===== src/rtl/core_run_ctrl_if.sv =====
// core_run_ctrl_if: byte-stream loader handshake into the run controller
// Signals:
//   valid  loader byte valid (master -> slave)
//   ready  controller accepts the byte this cycle (slave -> master)
//   addr   byte address in instruction memory
//   data   loader byte
//   last   final byte of the program
interface core_run_ctrl_if #(
    parameter int ADDR_W = 12
);
    logic              valid;
    logic              ready;
    logic [ADDR_W-1:0] addr;
    logic [7:0]        data;
    logic              last;
    modport master (output valid, addr, data, last, input ready);
    modport slave  (input valid, addr, data, last, output ready);
endinterface


===== src/rtl/core_run_ctrl.sv =====
// core_run_ctrl: loads a program into imem, then runs/halts the RV32I core
// Ports:
//   clk, rst          clock; asynchronous active-low reset
//   ld                loader stream (slave side of core_run_ctrl_if)
//   start, clear      run request (level); HALT -> IDLE return
//   instruction       instruction currently fetched by the core
//   imem_we/waddr/wdata  registered instruction-memory byte write port
//   core_rst, core_en core reset (active high) and clock enable
//   loaded, halted, timeout  status flags
//   cycle_count       RUN cycles in the current or last run
module core_run_ctrl #(
    parameter int          ADDR_W      = 12,
    parameter int          MAX_CYCLES  = 100,
    parameter logic [31:0] EBREAK_INSN = 32'h00100073
) (
    input  logic               clk,
    input  logic               rst,
    core_run_ctrl_if.slave     ld,
    input  logic               start,
    input  logic               clear,
    input  logic [31:0]        instruction,
    output logic               imem_we,
    output logic [ADDR_W-1:0]  imem_waddr,
    output logic [7:0]         imem_wdata,
    output logic               core_rst,
    output logic               core_en,
    output logic               loaded,
    output logic               halted,
    output logic               timeout,
    output logic [31:0]        cycle_count
);
    typedef enum logic [2:0] {IDLE, LOAD, RELEASE, RUN, HALT} state_t;
    state_t state;
    logic accept;
    logic is_ebreak;
    logic at_limit;
    assign ld.ready  = (state == IDLE) || (state == LOAD);
    assign accept    = ld.valid && ld.ready;
    assign is_ebreak = instruction == EBREAK_INSN;
    assign at_limit  = cycle_count == 32'(MAX_CYCLES - 1);
    always_ff @(posedge clk or negedge rst) begin
        if (!rst) begin
            state       <= IDLE;
            imem_we     <= 1'b0;
            imem_waddr  <= '0;
            imem_wdata  <= '0;
            core_rst    <= 1'b1;
            core_en     <= 1'b0;
            loaded      <= 1'b0;
            halted      <= 1'b0;
            timeout     <= 1'b0;
            cycle_count <= '0;
        end else begin
            imem_we <= accept;
            if (accept) begin
                imem_waddr <= ld.addr;
                imem_wdata <= ld.data;
            end
            case (state)
                IDLE: begin
                    // a load beat wins over start; a lone last-beat keeps us in IDLE
                    if (accept) begin
                        loaded <= ld.last;
                        if (!ld.last)
                            state <= LOAD;
                    end else if (start && loaded) begin
                        state <= RELEASE;
                    end
                end
                LOAD: begin
                    if (accept && ld.last) begin
                        state  <= IDLE;
                        loaded <= 1'b1;
                    end
                end
                RELEASE: begin
                    // the extra cycle lets the final imem write land before the first fetch
                    state       <= RUN;
                    cycle_count <= '0;
                    halted      <= 1'b0;
                    timeout     <= 1'b0;
                    core_rst    <= 1'b0;
                    core_en     <= 1'b1;
                end
                RUN: begin
                    if (is_ebreak) begin
                        state   <= HALT;
                        halted  <= 1'b1;
                        core_en <= 1'b0;
                    end else begin
                        cycle_count <= cycle_count + 32'd1;
                        if (at_limit) begin
                            state   <= HALT;
                            halted  <= 1'b1;
                            timeout <= 1'b1;
                            core_en <= 1'b0;
                        end
                    end
                end
                HALT: begin
                    if (clear) begin
                        state       <= IDLE;
                        halted      <= 1'b0;
                        timeout     <= 1'b0;
                        cycle_count <= '0;
                        core_rst    <= 1'b1;
                    end
                end
                default: state <= IDLE;
            endcase
        end
    end
endmodule


===== src/flat_wrapper.sv =====
// flat-port wrapper written by rule: the top's interface ports become plain ports
module core_run_ctrl_flat 
#(
    parameter int          ADDR_W      = 12,
    parameter int          MAX_CYCLES  = 100,
    parameter logic [31:0] EBREAK_INSN = 32'h00100073
)
  (clk, rst, start, clear, instruction, imem_we, imem_waddr, imem_wdata, core_rst, core_en, loaded, halted, timeout, cycle_count, ld_valid, ld_addr, ld_data, ld_last, ld_ready);
  core_run_ctrl_if #(.ADDR_W(ADDR_W)) ld_i ();
  input  logic clk;
  input  logic rst;
  input  logic start;
  input  logic clear;
  input  logic [31:0] instruction;
  output logic imem_we;
  output logic [ADDR_W-1:0] imem_waddr;
  output logic [7:0] imem_wdata;
  output logic core_rst;
  output logic core_en;
  output logic loaded;
  output logic halted;
  output logic timeout;
  output logic [31:0] cycle_count;
  input wire logic [$bits(ld_i.valid)-1:0] ld_valid;
  input wire logic [$bits(ld_i.addr)-1:0] ld_addr;
  input wire logic [$bits(ld_i.data)-1:0] ld_data;
  input wire logic [$bits(ld_i.last)-1:0] ld_last;
  output wire logic [$bits(ld_i.ready)-1:0] ld_ready;
  assign ld_i.valid = ld_valid;
  assign ld_i.addr = ld_addr;
  assign ld_i.data = ld_data;
  assign ld_i.last = ld_last;
  assign ld_ready = ld_i.ready;
  core_run_ctrl #(.ADDR_W(ADDR_W), .MAX_CYCLES(MAX_CYCLES), .EBREAK_INSN(EBREAK_INSN)) u_core (.clk(clk), .rst(rst), .ld(ld_i), .start(start), .clear(clear), .instruction(instruction), .imem_we(imem_we), .imem_waddr(imem_waddr), .imem_wdata(imem_wdata), .core_rst(core_rst), .core_en(core_en), .loaded(loaded), .halted(halted), .timeout(timeout), .cycle_count(cycle_count));
endmodule

===== config.mk =====
export PLATFORM = sky130hd
export DESIGN_NAME = core_run_ctrl_flat
export DESIGN_NICKNAME = d
export VERILOG_FILES = /design/src/rtl/core_run_ctrl_if.sv /design/src/rtl/core_run_ctrl.sv /design/src/flat_wrapper.sv
export SDC_FILE = /design/constraint.sdc
export NUM_CORES = 1
export LEC_CHECK = 0
export CAP_MARGIN = 10
export CORE_ASPECT_RATIO = 1.25
export CORE_MARGIN = 1
export CORE_UTILIZATION = 44
export CTS_BUF_LIST = sky130_fd_sc_hd__clkbuf_16
export DETAILED_ROUTE_END_ITERATION = 8
export PLACE_DENSITY = 0.79
export SLEW_MARGIN = 5
export SYNTH_ARGS = -nofsm -noshare
export SYNTH_HDL_FRONTEND = slang
export SYNTH_SLANG_ARGS = --single-unit

===== constraint.sdc =====
create_clock -name clk -period 2.5 [get_ports clk]
set_input_delay 0.5 -clock clk [delete_from_list [all_inputs] [get_ports clk]]
set_output_delay 0.5 -clock clk [all_outputs]
set_load 0.1 [all_outputs]

==> impl_metrics.json <==
{
  "fin_area_um2": 4520,
  "fin_util": 0.676,
  "post_cts_resized": 0,
  "critPathKind": "register to register",
  "hold_buffers": 0,
  "grt_usage": 0.228,
  "root_buffer": "clkbuf_16",
  "avgSynthCellArea_um2": 10.6,
  "grt_max_degree": 24,
  "leakage_nw": 1.98,
  "startpoint_type": "register",
  "die_y_um": 95.9,
  "dp_cells": 493,
  "ys_seq_area_frac": 0.493,
  "finClkSkew_ps": 6.08,
  "antenna_cells": 0,
  "hold_path.class": "primary input to asynchronous set/reset pin",
  "final-setup-viol-count": 0,
  "post-route-min-period_ps": 2090,
  "cts_tree": "yes",
  "dr.first_iter.drc_count": 209,
  "drive_above_1_share": 0.299,
  "num_io_pins": 117,
  "synth_nets": 353,
  "cts_setup_buffers": 0,
  "viasPerCell": 5.62,
  "synth-edff-count": 0,
  "grt_pass1_wl_um": 13200,
  "vdd_drop_max_mv": 1.36,
  "core_um2": 6690,
  "synthesis.area_um2": 3100,
  "worst_path_max_delay_cell": "dfrtp_1",
  "timing.final.crit_share": 0.837,
  "drcViolationCount": 0,
  "postPlaceCellArea_um2": 4230,
  "nets": 476,
  "final_cells": 509,
  "area_delta_synth_final_pct": 45.9,
  "dpl.hpwl_um": 5840,
  "first_pass_iters": 4,
  "vias": 2860,
  "gp_congestion": 0.834,
  "std_cell_rows": 33,
  "cp.arrival_ps": 2340,
  "reg2reg_depth": 6,
  "fin_tns_setup_ps": 0,
  "required_ps": 2740,
  "synth_top_area_frac": 0.484,
  "grt_pass1_vias": 2902,
  "crit_fanout": 8,
  "max_slew_margin": 0.651,
  "endpoint_kind": "register",
  "htree_num_levels": 3,
  "synth_warnings": 0,
  "synthTopCellsByCount": "dfrtp_1 (60), mux2_2 (21), nor2_1 (20), nand2_1 (18), o21ai_0 (18)",
  "slowest_delay_ps": 450,
  "reg2reg_to": "u_core.cycle_count[22]",
  "grt.overflow.total": 0,
  "antenna_found_initial": 0,
  "rrSetupSlack_ps": 410,
  "routedWlPerCell_um": 15.7,
  "synth_most_common_cell": "dfrtp_1",
  "slew_violations": 0,
  "portBuffers": 116,
  "ant_nets": 0,
  "p_per_area_nw_per_um2": 1200,
  "r2r_start": "u_core.cycle_count[3]",
  "numCtsBuffers": 9,
  "ys.flop_type": "dfrtp_1",
  "wl_um": 7990,
  "path_buf_inv": 1,
  "hold_viol": 0,
  "rsz0062_at_grt": "no",
  "max_freq_mhz": 478,
  "die_area_um2": 7390,
  "die_w_um": 77.1,
  "synth_cells": 294,
  "worst_pin_slew_ps": 519,
  "ys_ff_latch": 61,
  "clk_pin_slew_worst_paths_ps": 60,
  "start_util": 0.464,
  "clk_latency_ps": 320,
  "synthArstFlopShare": 1.00,
  "synth_top_cell_by_area": "dfrtp_1",
  "maxCapViolations": 0,
  "crit_family": "simple AND/OR/NAND/NOR gates",
  "clock_path_buffers": 2,
  "synthTopCellsByArea": "dfrtp_1 (48%), mux2_2 (7.6%), xor2_1 (3.1%)",
  "ys_types": 51,
  "path_cells": "and4_1 -> and3_1 -> o2111ai_2 -> buf_4 -> or4_1 -> a21oi_1",
  "status": "completed",
  "clock_sinks": 61
}
[per-stage QoR]
| stage | setup WS, ps | power, mW | hold slack [ps] |
|---|---|---|---|
| final | 406 | 5.41 | 150 |
| after global routing | 246 | 5.61 | 193 |
| after CTS | 393 | 5.44 | 164 |
| after detailed placement | 69.8 | 4.23 | 486 |
| after global placement | 158 | 4.20 | 474 |
| after floorplan | 16.9 | 3.59 | 204 |
[final cells by class]
type / count / area, um2
clock buffer: 9 / 225
clock inverter: 7 / 66.3
fill: 540 / 2160
inverter: 7 / 26.3
multi-input combinational: 211 / 1460
sequential: 61 / 1530
tap: 87 / 109
timing repair buffer: 127 / 1100
[logic make-up (layout without fill, tap and decap cells)]
family,count (synthesis),count (layout),synth area share
AO/OA/AOI/OAI,65,65,0.138
XOR/XNOR,12,12,0.0339
adder cells (fa/ha/maj),1,1,0.00403
flip-flops,61,61,0.493
AND/OR/NAND/NOR,111,111,0.214
buffers and inverters,22,150,0.0387
multiplexers,22,22,0.0795
[worst reg2reg max path: stages, from the launching register on]
cell and delay, ps:
dfrtp_1 450, and4_1 230, and3_1 320, o2111ai_2 230
buf_4 210, or4_1 400, a21oi_1 170
[where the power goes]
part,switching (mW),internal [mW],total (mW)
combinational,2.11,0.667,2.78
sequential,0.192,1.23,1.42
clock,0.441,0.766,1.21
[cell usage in the layout, fill, tap and decap left out, types with 2 or more instances in the layout]
master / instances
buf_4: 69
clkdlybuf4s50_1: 56
dfrtp_1: 55
mux2_2: 21
nor2_1: 19
o21ai_0: 18
nand2_1: 18
a21oi_1: 16
nor4_1: 11
xor2_1: 11
nand3_1: 10
o2111ai_1: 10
or3_1: 9
clkbuf_16: 9
inv_1: 8
nand4_1: 8
or4_1: 7
o211ai_1: 5
dfrtp_2: 5
nor4b_1: 4
o31ai_1: 4
and3_1: 3
nor3_1: 3
clkinv_2: 3
and2_1: 2
nand2b_1: 2
and4bb_2: 2
o21a_1: 2
o211a_1: 2
[sequential cells by signal, summed over array words and instances (netlist names)]
register	count
u_core.imem_we	1
u_core.core_rst	1
u_core.state	3
u_core.cycle_count	32
u_core.timeout	1
u_core.halted	1
u_core.imem_wdata	8
u_core.core_en	1
u_core.loaded	1
u_core.imem_waddr	12
[worst max path at each step]
stage                           from                endpoint  slack, ps  depth (start not counted)
6_report       u_core.cycle_count[3]  u_core.cycle_count[22]        410                          6
2_1_floorplan  u_core.cycle_count[4]  u_core.cycle_count[28]         20                          7
3_3_place_gp          instruction[2]         u_core.state[2]        160                          7
3_5_place_dp         instruction[25]  u_core.cycle_count[24]         70                          8
5_1_grt               instruction[9]   u_core.cycle_count[0]        250                          8
4_1_cts              instruction[25]  u_core.cycle_count[24]        390                          8
[per-layer routing]
layer | wire [um] | share of wire | track usage
met5 | 0 | 0 | 0
met2 | 3940 | 0.49 | 0.403
met3 | 721 | 0.090 | 0.0682
met4 | 132 | 0.017 | 0.104
met1 | 3190 | 0.40 | 0.255
(Power assumes the default switching activity.)
